==> src/rtl/ahb_arbiter_if.sv <==
// Arbitration-side bundle between the AHB-lite masters/interconnect and ahb_arbiter.
// The arbiter uses the slave view; a master-side model uses the master view.
interface ahb_arbiter_if #(
   parameter int NUM_MASTERS = 4
);
   localparam int MW = $clog2(NUM_MASTERS);

   logic [NUM_MASTERS-1:0] hbusreq;
   logic [NUM_MASTERS-1:0] hlock;
   logic [1:0]             htrans;
   logic [2:0]             hburst;
   logic                   hready;
   logic                   hresp;
   logic [NUM_MASTERS-1:0] hgrant;
   logic [MW-1:0]          hmaster;
   logic [MW-1:0]          hmaster_data;
   logic                   hmastlock;

   modport slave (
      input  hbusreq, hlock, htrans, hburst, hready, hresp,
      output hgrant, hmaster, hmaster_data, hmastlock
   );

   modport master (
      output hbusreq, hlock, htrans, hburst, hready, hresp,
      input  hgrant, hmaster, hmaster_data, hmastlock
   );
endinterface

==> src/rtl/ahb_arbiter.sv <==
// Round-robin AHB-lite arbiter: keeps fixed bursts and locked sequences intact,
// hands over with zero bubble and parks on DEFAULT_MASTER when idle.
module ahb_arbiter #(
   parameter int NUM_MASTERS    = 4,
   parameter int DEFAULT_MASTER = 0
) (
   input logic         hclk,
   input logic         hresetn,
   ahb_arbiter_if.slave bus
);
   localparam int MW = $clog2(NUM_MASTERS);
   localparam logic [NUM_MASTERS-1:0] DEF_GRANT = NUM_MASTERS'(1) << DEFAULT_MASTER;
   localparam logic [1:0] TR_IDLE   = 2'd0;
   localparam logic [1:0] TR_BUSY   = 2'd1;
   localparam logic [1:0] TR_NONSEQ = 2'd2;
   localparam logic [1:0] TR_SEQ    = 2'd3;

   logic [3:0]             rem;
   logic [3:0]             rem_next;
   logic [MW-1:0]          g_idx;
   logic [MW-1:0]          scan_idx;
   logic [MW-1:0]          next_idx;
   logic                   found;
   logic                   hold;
   logic [NUM_MASTERS-1:0] next_grant;

   // Address beats remaining after the NONSEQ beat of a burst (len - 1).
   function automatic logic [3:0] burst_rem(input logic [2:0] burst);
      case (burst)
         3'd2, 3'd3: burst_rem = 4'd3;
         3'd4, 3'd5: burst_rem = 4'd7;
         3'd6, 3'd7: burst_rem = 4'd15;
         default:    burst_rem = 4'd0;
      endcase
   endfunction

   always_comb begin
      g_idx = '0;
      for (int i = 0; i < NUM_MASTERS; i++) begin
         if (bus.hgrant[i]) g_idx = MW'(i);
      end
   end

   always_comb begin
      case (bus.htrans)
         TR_NONSEQ: rem_next = burst_rem(bus.hburst);
         TR_SEQ:    rem_next = (rem == 4'd0) ? 4'd0 : rem - 4'd1;
         TR_BUSY:   rem_next = rem;
         TR_IDLE:   rem_next = 4'd0;
         default:   rem_next = 4'd0;
      endcase
   end

   // Current owner is scanned last so a lone requester keeps the bus.
   always_comb begin
      found    = 1'b0;
      next_idx = MW'(DEFAULT_MASTER);
      scan_idx = '0;
      for (int i = 1; i <= NUM_MASTERS; i++) begin
         scan_idx = MW'((int'(g_idx) + i) % NUM_MASTERS);
         if (!found && bus.hbusreq[scan_idx]) begin
            found    = 1'b1;
            next_idx = scan_idx;
         end
      end
   end

   always_comb begin
      next_grant           = '0;
      next_grant[next_idx] = 1'b1;
   end

   // Releasing at rem_next == 1 lets the next owner take over right after the last beat.
   assign hold = (rem_next > 4'd1) || (bus.hlock[g_idx] && bus.hbusreq[g_idx]);

   always_ff @(posedge hclk) begin
      if (!hresetn) begin
         bus.hgrant       <= DEF_GRANT;
         bus.hmaster      <= MW'(DEFAULT_MASTER);
         bus.hmaster_data <= MW'(DEFAULT_MASTER);
         bus.hmastlock    <= 1'b0;
         rem              <= 4'd0;
      end else if (bus.hready) begin
         rem              <= rem_next;
         if (!hold) bus.hgrant <= next_grant;
         bus.hmaster      <= g_idx;
         bus.hmaster_data <= bus.hmaster;
         bus.hmastlock    <= bus.hlock[g_idx];
      end else if (bus.hresp) begin
         // First ERROR cycle: the burst is abandoned.
         rem <= 4'd0;
      end
   end
endmodule

==> src/flat_wrapper.sv <==
// flat-port wrapper written by rule: the top's interface ports become plain ports
module ahb_arbiter_flat 
#(
   parameter int NUM_MASTERS    = 4,
   parameter int DEFAULT_MASTER = 0
)
  (hclk, hresetn, bus_hbusreq, bus_hlock, bus_htrans, bus_hburst, bus_hready, bus_hresp, bus_hgrant, bus_hmaster, bus_hmaster_data, bus_hmastlock);
  ahb_arbiter_if #(.NUM_MASTERS(NUM_MASTERS)) bus_i ();
  input logic hclk;
  input logic hresetn;
  input wire logic [$bits(bus_i.hbusreq)-1:0] bus_hbusreq;
  input wire logic [$bits(bus_i.hlock)-1:0] bus_hlock;
  input wire logic [$bits(bus_i.htrans)-1:0] bus_htrans;
  input wire logic [$bits(bus_i.hburst)-1:0] bus_hburst;
  input wire logic [$bits(bus_i.hready)-1:0] bus_hready;
  input wire logic [$bits(bus_i.hresp)-1:0] bus_hresp;
  output wire logic [$bits(bus_i.hgrant)-1:0] bus_hgrant;
  output wire logic [$bits(bus_i.hmaster)-1:0] bus_hmaster;
  output wire logic [$bits(bus_i.hmaster_data)-1:0] bus_hmaster_data;
  output wire logic [$bits(bus_i.hmastlock)-1:0] bus_hmastlock;
  assign bus_i.hbusreq = bus_hbusreq;
  assign bus_i.hlock = bus_hlock;
  assign bus_i.htrans = bus_htrans;
  assign bus_i.hburst = bus_hburst;
  assign bus_i.hready = bus_hready;
  assign bus_i.hresp = bus_hresp;
  assign bus_hgrant = bus_i.hgrant;
  assign bus_hmaster = bus_i.hmaster;
  assign bus_hmaster_data = bus_i.hmaster_data;
  assign bus_hmastlock = bus_i.hmastlock;
  ahb_arbiter #(.NUM_MASTERS(NUM_MASTERS), .DEFAULT_MASTER(DEFAULT_MASTER)) u_core (.hclk(hclk), .hresetn(hresetn), .bus(bus_i));
endmodule
==> config.mk <==
export PLATFORM = sky130hd
export DESIGN_NAME = ahb_arbiter_flat
export DESIGN_NICKNAME = d
export VERILOG_FILES = /design/src/rtl/ahb_arbiter_if.sv /design/src/rtl/ahb_arbiter.sv /design/src/flat_wrapper.sv
export SDC_FILE = /design/constraint.sdc
export NUM_CORES = 1
export LEC_CHECK = 0
export ABC_AREA = 1
export CORE_UTILIZATION = 53
export DETAILED_ROUTE_END_ITERATION = 7
export PLACE_DENSITY = 0.84
export SYNTH_ARGS = -nofsm -noshare
export SYNTH_HDL_FRONTEND = slang
export SYNTH_SLANG_ARGS = --single-unit
==> constraint.sdc <==
create_clock -name hclk -period 2.4 [get_ports hclk]
set_input_delay 0.24 -clock hclk [delete_from_list [all_inputs] [get_ports hclk]]
set_output_delay 0.24 -clock hclk [all_outputs]
set_load 0.05 [all_outputs]
-- Word-level counts from Yosys, hierarchy flattened
Cells that the tools add are included.
- register bits after elaboration: 13
- input bits: 17
- output and inout bits: 9
- word-level logic and storage cells: 73
- add/sub/neg operators: 5
- magnitude comparators: 8
- equal/unequal tests: 9
- muxes and demuxes: 29
- bitwise operators: 1
- reduce and logical (&&, ||, !) cells: 16
- operators with widths (cell ; number):
    2-bit by 3-bit < comparator with 1-bit output (second input constant) ; 6
    4-bit case mux with 4 select lines ; 1
    1-bit binary-select mux with 2-bit select ; 6
    3-bit == test (second input constant) ; 4
    2-bit two-way mux ; 6
    4-bit two-way mux ; 3
    4-bit case mux with 3 select lines ; 1
    1-bit two-way mux ; 11
    3-bit by 2-bit == test with 1-bit output (second input constant) ; 2
    2-bit OR reduction ; 3
    1-bit logical AND ; 5
    2-bit by 1-bit adder with 2-bit output (second input constant) ; 2
    2-bit adder (second input constant) ; 2
    2-bit == test (second input constant) ; 2
    4-bit by 1-bit greater-than comparator with 1-bit output (second input constant) ; 1
    4-bit logical NOT ; 1
    4-bit by 1-bit subtractor with 4-bit output (second input constant) ; 1
    1-bit logical NOT ; 3
    1-bit demux with 2-bit select ; 1
    2-bit by 1-bit == test with 1-bit output (second input constant) ; 1
    2-bit by 1-bit >= comparator with 1-bit output (second input constant) ; 1
    2-bit logical NOT ; 1
    2-bit AND reduction ; 1
    2-bit nonzero test ; 1
    2 further kinds ; 2

-- Logic depth before layout (Yosys ltp)
Gate-level depths: netlist of run 1.
- word-level depth: 20
- mapped depth: 13
- mapped depth without buffers: 13

-- Worst setup path after synthesis of run 1
No wires, ideal clock.
- kind: register -> register
- from: register u_core.bus.hgrant[3]
- to: register u_core.bus.hgrant[0]
- setup time: 0.117 ns
- arrival time: 1.765 ns
- required time: 2.283 ns
- path slack: 0.518 ns
- stages on the path, launching flop included: 13
- buffers on the path: 1
- period minus slack after synthesis: 1.882 ns
- cell sequence: dfxtp_1 inv_2 nand2_4 buf_12 inv_4 nand3_1 nand4_1 inv_1 nor2_2 nor2_4 inv_2 a21oi_1 nand2_1
- longest elaborated chain between the ends: 18
- elaborated cells on any way between the ends: 39
- classes of those cells: add/sub (4); order compare (2); mux (22); bitwise (1); reduce/logical (10)
- ends and longest elaborated chain (item ; RTL line ; text):
    start: declaration ; ahb_arbiter_if.sv:21 ; output hgrant, hmaster, hmaster_data, hmastlock
    start signal: assignment ; ahb_arbiter.sv:85 ; if (!hold) bus.hgrant <= next_grant;
    2-bit two-way mux * ; ahb_arbiter.sv:40 ; if (bus.hgrant[i]) g_idx = MW'(i);
    2-bit by 1-bit adder with 2-bit output ; ahb_arbiter.sv:60 ; scan_idx = MW'((int'(g_idx) + i) % NUM_MASTERS);
    1-bit binary-select mux with 2-bit select ; ahb_arbiter.sv:61 ; if (!found && bus.hbusreq[scan_idx]) begin
    1-bit two-way mux (implied by the code) ; ahb_arbiter.sv:61 ;
    1-bit two-way mux ; ahb_arbiter.sv:61 ;
    1-bit logical NOT ; ahb_arbiter.sv:61 ;
    1-bit logical AND ; ahb_arbiter.sv:61 ;
    1-bit two-way mux ; ahb_arbiter.sv:61 ;
    [2 not listed] ; - ;
    1-bit two-way mux ; ahb_arbiter.sv:61 ;
    1-bit logical NOT ; ahb_arbiter.sv:61 ;
    1-bit logical AND ; ahb_arbiter.sv:61 ;
    2-bit two-way mux ; ahb_arbiter.sv:61 ;
    2-bit by 3-bit < comparator with 1-bit output (implied by the code) or 2-bit by 1-bit >= comparator with 1-bit output (tied branches) ; ahb_arbiter.sv:70 ; next_grant[next_idx] = 1'b1;
    1-bit logical AND (implied by the code) ; ahb_arbiter.sv:70 ;
    1-bit two-way mux (implied by the code) ; ahb_arbiter.sv:70 ;
    1-bit demux with 2-bit select ; - ;
Mark *: on every way between the ends. The rest lies on a longest branch, timed or not. The select of a mux whose other input is x is not followed.
A chain may end at the register's enable or synchronous reset.

-- Final worst setup path of run 1
- from: register u_core.bus.hgrant[1]
- to: output port bus_hgrant[1]
- RTL lines (item ; RTL line ; text):
    end: declaration ; flat_wrapper.sv:17 ; output wire logic [$bits(bus_i.hgrant)-1:0] bus_hgrant;
No word-level cell between the ends.

==> results of run 1 <==
## registers in the layout (all words and copies together) (netlist names)
| name | flops |
|---|---|
| u_core.bus.hgrant | 4 |
| u_core.rem | 4 |
| u_core.bus.hmaster | 2 |
| u_core.bus.hmaster_data | 2 |
| u_core.bus.hmastlock | 1 |
## power by group through the flow
stage / Combinational [W] / Clock [W] / Sequential (W)
after floorplan: 0.000312 / 0 / 0.000299
after global placement: 0.000441 / 0 / 0.000254
after detailed placement: 0.000453 / 0 / 0.000255
after CTS: 0.000454 / 0.000134 / 0.000249
after global routing: 0.000501 / 0.000149 / 0.000253
final: 0.000458 / 0.000130 / 0.000249
## area by class of cell
type	count	area share (%)
sequential	13	18.76
tap	27	2.435
inverter	27	7.484
clock buffer	4	1.894
timing repair buffer	25	17.85
multi-input combinational	131	51.58
## per-layer routing
metal  wire length [um]  share of wire, %
met1               1122                46
met2               1210                50
met3                 90               3.7
met4                  0                 0
met5                  0                 0
## worst min path at each step
stage,slack (ns),to
2_1_floorplan,0.37,u_core.rem[3]
3_3_place_gp,0.45,u_core.bus.hgrant[0]
3_5_place_dp,0.45,u_core.bus.hgrant[0]
4_1_cts,0.47,u_core.bus.hgrant[0]
5_1_grt,0.50,u_core.bus.hmaster_data[0]
6_report,0.47,u_core.bus.hgrant[0]
## metrics by stage
stage | cell area [um^2] | total power (W) | hold WS (ns) | worst slack (ns) | cells
2_1_floorplan | 1104 | 0.0006115 | 0.3661 | 0.5181 | 173
3_3_place_gp | 1361 | 0.0006951 | 0.4467 | 0.4531 | 223
3_5_place_dp | 1361 | 0.0007074 | 0.4508 | 0.3863 | 223
4_1_cts | 1388 | 0.0008369 | 0.4675 | 0.5150 | 227
5_1_grt | 1388 | 0.0009030 | 0.4969 | 0.4137 | 227
6_report | 1388 | 0.0008372 | 0.4677 | 0.5264 | 227
## cell usage in the layout (no fill, tap or decap), drive strengths merged, types with 2 or more instances in the layout
cell type	synthesis	layout
a21oi	13	13
clkbuf	1	4
clkdlybuf4s50	0	24
dfxtp	13	13
inv	27	27
nand2	45	45
nand3	41	41
nand4	2	2
nor2	17	17
o21ai	8	8
## cell families after synthesis
logic type	after synthesis	synth area share (%)
flops	13	23.58
fa+ha+maj	1	1.134
compound gates	23	11.56
xor+xnor	1	0.7938
simple gates	106	51.36
buf+inv	29	11.56
==> metrics.md, run 1 <==
| Metric | Value |
|---|---|
| End point of the critical path | `bus_hgrant[1]` |
| Area of combinational cells with multiple inputs | `715.7 um^2` |
| Post-synth net total | `191` |
| Cell type contributing the most total cell area after synthesis | `sky130_fd_sc_hd__dfxtp_1` |
| CP bufs+invs | `1` |
| Cell chosen for the clock root | `sky130_fd_sc_hd__clkbuf_4` |
| Num rows | `16` |
| Clock sinks | `13` |
| Netlist area before placement | `1104 um^2` |
| Highest clock rate | `roughly 530 MHz` |
| Critical path capture point type | `primary output` |
| Critical path class | `register to primary output` |
| Ratio of cells with drive above 1 in the final layout | `17.00%` |
| Initial drt markers | `31` |
| R2R Setup Slk | `0.56 ns` |
| Logic gate share of total power | `~55%` |
| Number of distinct standard cells referenced by the synthesized netlist | `23` |
| Max-slew headroom at the worst pin | `between 60% and 70%` |
| Biggest fanout along the worst timing path | `6` |
| Worst stage delay on the critical path | `0.87 ns` |
| Launching point of the worst reg2reg path | `u_core.bus.hgrant[1]` |
| Crit start category | `register` |
| Antenna-violating nets left | `0` |
| Total Routing Usage GR | `22.45%` |
| Source of the worst hold timing path | `u_core.bus.hgrant[0]` |
| Number of nets in the layout | `219` |
| Setup repair after global routing missed its margin | `no` |
| Switching pwr | `0.0003779 W` |
| Antenna violations before repair | `0` |
| Number of detailed-routing iterations run before antenna repair | `4` |
| Final-layout setup total negative slack | `0 ns` |
| Share of flip-flops with an asynchronous set or reset | `0%` |
| Initial Utilization | `between 50% and 60%` |
| Post-Route WL | `2.423 mm` |
| Most common flop cell mapped by yosys | `sky130_fd_sc_hd__dfxtp_1` |
| Crit path max-delay family | `buffers and inverters` |
| Number of buffer cells added on primary ports | `24` |
| CTS H-Tree Depth | `1` |
| Leakage power | `0.6425 nW` |
| Wire length of the first global-routing pass | `3.636 mm` |
| Clk_skew | `0.001338 ns` |
| Peak supply drop | `0.3663 mV` |
| IO Pins | `26` |
| Sequential cell area | `about 260 um^2` |
| Critical-path cell with the highest stage delay | `sky130_fd_sc_hd__clkdlybuf4s50_1` |
| Inserted Clock Buffers | `3` |
| Die Span X | `around 48 um` |
| Number of violations of the max-capacitance limit | `0` |
| Number of gates resized after CTS | `0` |
| Via count of the first global-routing pass | `952` |
| Synthesis-stage register bit count | `13` |
| Ratio of routed vias to standard cells | `around 5.3` |
| Relative contribution of the clock network to total power | `15.5%` |
| Classification of the worst-slack hold path | `register to register` |
| Chain of cells forming the critical path | `clkdlybuf4s50_1` |
| Cell-internal power | `0.0004593 W` |
| Worst slew pin tran | `0.5094 ns` |
| Via count of the routed design | `1208` |
| GRT Residual Overflow | `0` |
| Die Outline Area | `2269 um^2` |
| Power density normalized to cell area | `603.4 nW/um^2` |
| Number of cells produced by synthesis | `173` |
| Number of filler cells placed in the layout | `179` |
| Post-route DRC | `0` |
| Synthesis-to-finish area growth | `25.74%` |
| Final number of hold-violating endpoints | `0` |
| Switching part of the total power | `between 40 and 50%` |
| Buffer count from post-CTS setup fixing | `0` |
| Peak-usage layer in the global routing report | `met2` |
| Top cells by area in the synthesized netlist | `sky130_fd_sc_hd__dfxtp_1 (24%), sky130_fd_sc_hd__nand3_1 (16%), sky130_fd_sc_hd__nand2_1 (12%)` |
| Top cell type's share of synthesized area | `23.58%` |
| Ant diodes | `0` |
| Average detailed-routed wire length per instance | `around 11 um` |
| Final critical-path required period | `1.874 ns` |
| Clock slew at reported path FFs | `0.07 ns` |
| Run status | `finished, final reports clean` |
| Area inside the core boundary | `roughly 2000 um^2` |
| Final cycle utilization of the critical path | `between 70% and 80%` |
| Count of flip-flops with a built-in enable after synthesis | `0` |
| Detailed placement HPWL | `about 2.0 mm` |
| Largest net degree at the start of global routing | `13` |
| Met1 Use GR | `a little over a quarter` |
| RePlAce Congestion | `0.9111` |
| Fraction of the core area covered by cells at the end of the flow | `between 70% and 80%` |
| Final Setup Violations | `0` |
| Reg2Reg Capture Point | `u_core.bus.hgrant[1]` |
| Sequential area share after synthesis | `23.58%` |
| Clock Path Buffers | `2` |
| GR Util met3 | `4.906%` |
| Most used standard cells in the synthesized netlist | `sky130_fd_sc_hd__nand2_1 (36), sky130_fd_sc_hd__nand3_1 (36), sky130_fd_sc_hd__inv_1 (20)` |
| Synthesis warning total | `0` |
| M2 GR Usage | `39.73%` |
| Worst R2R Path Depth | `10` |
| Number of cells on the critical path | `1` |
| Number of hold-repair buffers added at the cts stage | `0` |
| Die outline height | `47.63 um` |
| TritonCTS clock tree | `done` |
| Launch point of the critical path | `u_core.bus.hgrant[1]` |
| Arrival time of data at the critical path endpoint | `1.63 ns` |
| Register share of total power | `29.8%` |
| Required time reported for the critical path endpoint | `between 2 and 2.5 ns` |
| Number of cells traversed by the worst hold path | `2` |
| Clock insertion delay at the later pin of the skew report | `0.27 ns` |
| Average footprint of a synthesized cell | `6.379 um^2` |
| Count of pins over their slew limit | `0` |
(Power assumes the default switching activity.)
==> run 2, diff against run 1 <==
CORE_UTILIZATION = 49   (was 53)
PLACE_DENSITY = 0.79   (was 0.84)
clock period = 1.8 ns   (was 2.4 ns; I/O delays follow)
==> run 2 against run 1 <==
Non-clock buffer count grew 8. Cell area grew 7.4%. First-iteration DRC count is the same.
==> metrics.md, run 2 (synthesized netlist as in run 1, its figures left out) <==
| Metric | Value |
|---|---|
| Ratio of cells with drive above 1 in the final layout | `27.40% (+10 points)` |
| Worst stage delay on the critical path | `0.40 ns (-0.47 ns)` |
| Arrival time of data at the critical path endpoint | `1.89 ns (+0.26 ns)` |
| Largest net degree at the start of global routing | `13 (unchanged)` |
| Ratio of routed vias to standard cells | `5.243 (-1.5%)` |
| Cell chosen for the clock root | `sky130_fd_sc_hd__clkbuf_4` |
| Leakage power | `0.7055 nW (+9.8%)` |
| Inserted Clock Buffers | `3 (unchanged)` |
| Clock insertion delay at the later pin of the skew report | `0.27 ns (about the same)` |
| Required time reported for the critical path endpoint | `2.00 ns (-0.16 ns)` |
| Run status | `finished, final reports clean` |
| Die Span X | `49.46 um (+3.8%)` |
| Post-Route WL | `2.658 mm (+9.7%)` |
| Highest clock rate | `593.8 MHz` |
| Antenna violations before repair | `0 (unchanged)` |
| Count of pins over their slew limit | `0 (unchanged)` |
| Number of nets in the layout | `227 (+3.7%)` |
| Area inside the core boundary | `2042 um^2 (+4.1%)` |
| CTS H-Tree Depth | `1 (unchanged)` |
| Die Outline Area | `2446 um^2 (+7.8%)` |
| Ant diodes | `0 (unchanged)` |
| RePlAce Congestion | `0.9341 (+2.5%)` |
| Final number of hold-violating endpoints | `0 (unchanged)` |
| TritonCTS clock tree | `done` |
| Peak supply drop | `0.4529 mV (+24%)` |
| WHS | `0.4772 ns (+0.009538 ns)` |
| Critical path capture point type | `register` |
| Commonest cells after routing, fill and taps aside | `sky130_fd_sc_hd__nand2_1 (34), sky130_fd_sc_hd__nand3_1 (34), sky130_fd_sc_hd__clkdlybuf4s50_1 (23)` |
| Standard cell area after detailed placement | `1425 um^2 (+4.7%)` |
| Detailed placement HPWL | `2.140 mm (+8.1%)` |
| Power density normalized to cell area | `775.0 nW/um^2 (+28%)` |
| Via count of the routed design | `1232 (+2.0%)` |
| Clk_skew | `0.007889 ns (+0.006551 ns)` |
| Num rows | `16 (unchanged)` |
| Initial Utilization | `54.04% (-2.2 points)` |
| Clock slew at reported path FFs | `0.08 ns (about the same)` |
| Synthesis-to-finish area growth | `35.03%` |
| Wire length of the first global-routing pass | `4.395 mm (+21%)` |
| Number of violations of the max-capacitance limit | `0 (unchanged)` |
| Max-slew headroom at the worst pin | `66.45% (+0.52 points)` |
| Buffer count from post-CTS setup fixing | `0 (unchanged)` |
| Worst slew pin tran | `0.5024 ns (-0.007059 ns)` |
| Number of filler cells placed in the layout | `166 (-7.3%)` |
| IO Pins | `26 (unchanged)` |
| Via count of the first global-routing pass | `1113 (+17%)` |
| Average detailed-routed wire length per instance | `11.31 um (+6.0%)` |
| Chain of cells forming the critical path | `inv_2 > nand2_4 > nand2_8 > nand2_1 > nand3_1 > a21boi_2 > nand2_1 > nor2_2 > nand3_1 > a21oi_1` |
| Final cycle utilization of the critical path | `93.57%` |
| Critical-path cell with the highest stage delay | `sky130_fd_sc_hd__dfxtp_2` |
| Initial drt markers | `31 (unchanged)` |
| Total Routing Usage GR | `22.78% (+0.34 points)` |
| Biggest fanout along the worst timing path | `12 (+6)` |
| Post-route DRC | `0 (unchanged)` |
| Number of detailed-routing iterations run before antenna repair | `4 (unchanged)` |
| Number of gates resized after CTS | `0 (unchanged)` |
| Clock sinks | `13 (unchanged)` |
| Classification of the worst-slack hold path | `register to register` |
| Biggest registers after layout | `u_core.bus.hgrant x4, u_core.rem x4` |
| Crit start category | `register` |
| Critical path class | `register to register` |
| GRT Residual Overflow | `0 (unchanged)` |
| Antenna-violating nets left | `0 (unchanged)` |
| Post-route design area | `1490 um^2 (+7.4%)` |
| Number of buffer cells added on primary ports | `24 (unchanged)` |
| Number of hold-repair buffers added at the cts stage | `0 (unchanged)` |
| Final Setup Violations | `0 (unchanged)` |
| Clock Path Buffers | `2 (unchanged)` |
| Die outline height | `49.46 um (+3.8%)` |
| Final critical-path required period | `1.684 ns` |
## run 2: changes by cell type in the layout (fill, tap and decap cells not counted), sizes merged
| cell | previous run | this run |
|---|---|---|
| clkdlybuf4s50 | 24 | 23 |
| dlymetal6s2s | 0 | 1 |
| buf | 1 | 9 |
## run 2: path summary, 6_finish.rpt
check / startpoint / slack (ns) / cells past startpoint / to
hold reg to reg: u_core.bus.hmaster[0] / 0.48 / 2 / u_core.bus.hmaster_data[0]
hold / removal: u_core.bus.hmaster[0] / 0.48 / 2 / u_core.bus.hmaster_data[0]
setup / recovery: u_core.bus.hgrant[2] / 0.12 / 10 / u_core.bus.hgrant[1]
setup reg to reg: u_core.bus.hgrant[2] / 0.12 / 10 / u_core.bus.hgrant[1]
## run 2: worst max-delay path: cells and delay by family (launching register included)
kind            cells  cell delay, ns
simple gates        7            0.81
flops               1            0.40
compound gates      2            0.33
buf+inv             1            0.06
## run 2: power by group
| part | switching, W | internal (W) | total, W |
|---|---|---|---|
| Combinational | 0.000408 | 0.000239 | 0.000647 |
| Sequential | 0.0000200 | 0.000313 | 0.000333 |
| Clock | 0.0000895 | 0.0000858 | 0.000175 |
| Total | 0.000518 | 0.000637 | 0.00115 |
## run 2: cell type report
cell class | count | area [um^2] | share of cell area [%]
Clock buffer | 4 | 26.28 | 1.763
Inverter | 27 | 103.9 | 6.969
Multi-Input combinational cell | 131 | 749.5 | 50.29
Sequential cell | 13 | 266.5 | 17.88
Tap cell | 27 | 33.78 | 2.267
Timing Repair Buffer | 33 | 310.3 | 20.82
## run 2: per-stage QoR
step	TNS, ns	utilization (%)	setup slack (ns)	std cells	power, W
detailed placement	-0.1110	69.79	-0.07218	231	0.0009655
global placement	-0.02981	69.79	-0.02981	231	0.0009486
finish	0	72.98	0.1158	235	0.001155
global route	-0.01074	72.98	-0.01074	235	0.001239
floorplan	0	-	0.1580	173	0.0008170
CTS	0	71.08	0.03674	235	0.001139
## run 2: per-layer routing
| metal | part of all wire (%) | track usage, % |
|---|---|---|
| met2 | 50 | 42.69 |
| met5 | 0 | 0 |
| met4 | 1.3 | 7.143 |
| met3 | 4.1 | 4.321 |
| met1 | 45 | 25.61 |
==> run 3, diff against run 2 <==
ABC_CLOCK_PERIOD_IN_PS = 1800   (was default)
PLACE_DENSITY = 0.83   (was 0.79)
==> run 3 against run 2 <==
Power grew 1.3%. Critical path depth grew 3. Register-to-register slack lost 0.05 ns. Flip-flop and latch count is the same. Sequential share of layout area is essentially flat. Count of clock-buffer cells in the layout is the same. Worst hold slack gained 0.0048 ns. First-iteration DRC count grew 65%. Cell count shrank 0.43%.
==> metrics.md, run 3 (synthesized netlist as in run 1, its figures left out) <==
| Metric | Value |
|---|---|
| Run status | `finished, final reports clean` |
| Peak supply drop | `0.6951 mV (+53%)` |
| Antenna-violating nets left | `0 (unchanged)` |
| Via count of the routed design | `1253 (+1.7%)` |
| Leakage power | `0.6815 nW (-3.4%)` |
| Final Setup Violations | `0 (unchanged)` |
| Final number of hold-violating endpoints | `0 (unchanged)` |
| Number of buffer cells added on primary ports | `24 (unchanged)` |
| Synthesis-to-finish area growth | `33.90%` |
| Max-slew headroom at the worst pin | `66.41% (about the same)` |
| IO Pins | `26 (unchanged)` |
| Clock Path Buffers | `2 (unchanged)` |
| Post-route design area | `1478 um^2 (-0.84%)` |
| Chain of cells forming the critical path | `inv_2 > ha_2 > nand3_1 > nand2_2 > inv_1 > nand2_1 > nand3_1 > nand2_1 > nand3_2 > nor2_4 > inv_2 > a21oi_2 > nand2_1` |
| RePlAce Congestion | `0.8605 (-7.9%)` |
| Highest clock rate | `577.3 MHz (-2.8%)` |
| Clock sinks | `13 (unchanged)` |
| Area inside the core boundary | `2042 um^2 (unchanged)` |
| Inserted Clock Buffers | `3 (unchanged)` |
| CTS H-Tree Depth | `1 (unchanged)` |
| Biggest registers after layout | `u_core.bus.hgrant x4, u_core.rem x4` |
| Via count of the first global-routing pass | `1125 (+1.1%)` |
| Arrival time of data at the critical path endpoint | `1.90 ns (about the same)` |
| Worst stage delay on the critical path | `0.34 ns (-0.06 ns)` |
| Number of hold-repair buffers added at the cts stage | `0 (unchanged)` |
| Number of detailed-routing iterations run before antenna repair | `4 (unchanged)` |
| Count of pins over their slew limit | `0 (unchanged)` |
| Crit start category | `register` |
| Worst slew pin tran | `0.5022 ns (-0.0001392 ns)` |
| Power density normalized to cell area | `792.1 nW/um^2 (+2.2%)` |
| Standard cell area after detailed placement | `1418 um^2 (-0.53%)` |
| Average detailed-routed wire length per instance | `12.07 um (+6.7%)` |
| Detailed placement HPWL | `2.094 mm (-2.1%)` |
| Post-route DRC | `0 (unchanged)` |
| Critical path class | `register to register` |
| CP bufs+invs | `3 (+2)` |
| Total Routing Usage GR | `23.37% (+0.58 points)` |
| Final critical-path required period | `1.732 ns (+0.04807 ns)` |
| Post-Route WL | `2.824 mm (+6.2%)` |
| Pwr Total | `0.001170 W (+1.3%)` |
| Clk_skew | `0.002945 ns (-0.004944 ns)` |
| Die outline height | `49.46 um (unchanged)` |
| Ratio of routed vias to standard cells | `5.355 (+2.1%)` |
| Critical path capture point type | `register` |
| Critical-path cell with the highest stage delay | `sky130_fd_sc_hd__dfxtp_1` |
| Initial Utilization | `54.04% (unchanged)` |
| Library cell appearing most often on the critical path | `sky130_fd_sc_hd__nand2_1` |
| Ratio of cells with drive above 1 in the final layout | `25.12% (-2.3 points)` |
| TritonCTS clock tree | `done` |
| Die Outline Area | `2446 um^2 (unchanged)` |
| GRT Residual Overflow | `0 (unchanged)` |
| Cell chosen for the clock root | `sky130_fd_sc_hd__clkbuf_4` |
| Largest net degree at the start of global routing | `13 (unchanged)` |
| Number of nets in the layout | `226 (-0.44%)` |
| Final cycle utilization of the critical path | `96.24% (+2.7 points)` |
| Initial drt markers | `51 (+65%)` |
| Antenna violations before repair | `0 (unchanged)` |
| Crit path max-delay family | `simple AND/OR/NAND/NOR gates` |
| Required time reported for the critical path endpoint | `1.97 ns (-0.03 ns)` |
| Classification of the worst-slack hold path | `register to register` |
| Number of filler cells placed in the layout | `174 (+4.8%)` |
| Setup repair after global routing missed its margin | `yes` |
| Commonest cells after routing, fill and taps aside | `sky130_fd_sc_hd__nand2_1 (34), sky130_fd_sc_hd__nand3_1 (34), sky130_fd_sc_hd__clkdlybuf4s50_1 (24)` |
| Die Span X | `49.46 um (unchanged)` |
| Clock insertion delay at the later pin of the skew report | `0.27 ns (about the same)` |
| Buffer count from post-CTS setup fixing | `0 (unchanged)` |
| Ant diodes | `0 (unchanged)` |
| Clock slew at reported path FFs | `0.08 ns (about the same)` |
| Number of violations of the max-capacitance limit | `0 (unchanged)` |
| Biggest fanout along the worst timing path | `5 (-7)` |
| Wire length of the first global-routing pass | `4.526 mm (+3.0%)` |
| Num rows | `16 (unchanged)` |
## run 3: changes by cell type in the layout (fill, tap and decap cells not counted)
cell                              previous run  this run
sky130_fd_sc_hd__clkdlybuf4s50_1            23        24
sky130_fd_sc_hd__buf_4                       9         8
sky130_fd_sc_hd__dfxtp_1                     8        10
sky130_fd_sc_hd__dfxtp_2                     5         3
sky130_fd_sc_hd__inv_1                      17        19
sky130_fd_sc_hd__dlymetal6s2s_1              1         0
sky130_fd_sc_hd__inv_2                       9         7
## run 3: cell type report
class	instances	area [um^2]	area share (%)
Multi-Input combinational cell	131	749.5	50.72
Timing Repair Buffer	32	300.3	20.32
Sequential cell	13	264.0	17.87
Inverter	27	103.9	7.028
Tap cell	27	33.78	2.286
Clock buffer	4	26.28	1.778
## run 3: worst register-to-register path, cell delays in order, from the launching register on
cell	delay (ns)
sky130_fd_sc_hd__dfxtp_1	0.34
sky130_fd_sc_hd__inv_2	0.07
sky130_fd_sc_hd__ha_2	0.18
sky130_fd_sc_hd__nand3_1	0.10
sky130_fd_sc_hd__nand2_2	0.10
sky130_fd_sc_hd__inv_1	0.06
sky130_fd_sc_hd__nand2_1	0.05
sky130_fd_sc_hd__nand3_1	0.10
sky130_fd_sc_hd__nand2_1	0.10
sky130_fd_sc_hd__nand3_2	0.10
sky130_fd_sc_hd__nor2_4	0.17
sky130_fd_sc_hd__inv_2	0.07
sky130_fd_sc_hd__a21oi_2	0.13
sky130_fd_sc_hd__nand2_1	0.06
## run 3: path summary, 6_finish.rpt
| path | from | end | slack, ns | cells after the start |
|---|---|---|---|---|
| setup / recovery | u_core.rem[0] | u_core.bus.hgrant[0] | 0.07 | 13 |
| hold reg to reg | u_core.bus.hmaster[0] | u_core.bus.hmaster_data[0] | 0.48 | 2 |
| setup reg to reg | u_core.rem[0] | u_core.bus.hgrant[0] | 0.07 | 13 |
| hold / removal | u_core.bus.hmaster[0] | u_core.bus.hmaster_data[0] | 0.48 | 2 |
## run 3: per-layer routing
metal,track usage [%],up-vias,part of all wire [%]
met5,0,-,0
li1,-,633,-
met4,6.667,0,1.5
met2,42.47,49,50
met1,26.74,565,43
met3,5.864,6,5.3
## run 3: stage by stage
step / cells / setup slack, ns / setup TNS, ns / util [%] / hold WS, ns
after floorplan: 173 / 0.1580 / 0 / - / 0.3061
after global placement: 230 / -0.05861 / -0.08865 / 69.42 / 0.4525
after detailed placement: 230 / -0.1045 / -0.2391 / 69.42 / 0.4592
after CTS: 234 / 0.05796 / 0 / 70.71 / 0.4798
after global routing: 234 / -0.07274 / -0.08897 / 72.37 / 0.5041
final: 234 / 0.06772 / 0 / 72.37 / 0.4821
## run 3: where the power goes
part | total [W] | switching (W) | internal [W]
registers | 0.000336 | 0.0000238 | 0.000312
clock network | 0.000176 | 0.0000900 | 0.0000858
logic | 0.000659 | 0.000421 | 0.000238
## run 3: repair_timing
action | in CTS | in global routing
setup endpoints to repair | 0 | 4
hold endpoints to repair | 0 | 0
resized for setup | 0 | 9
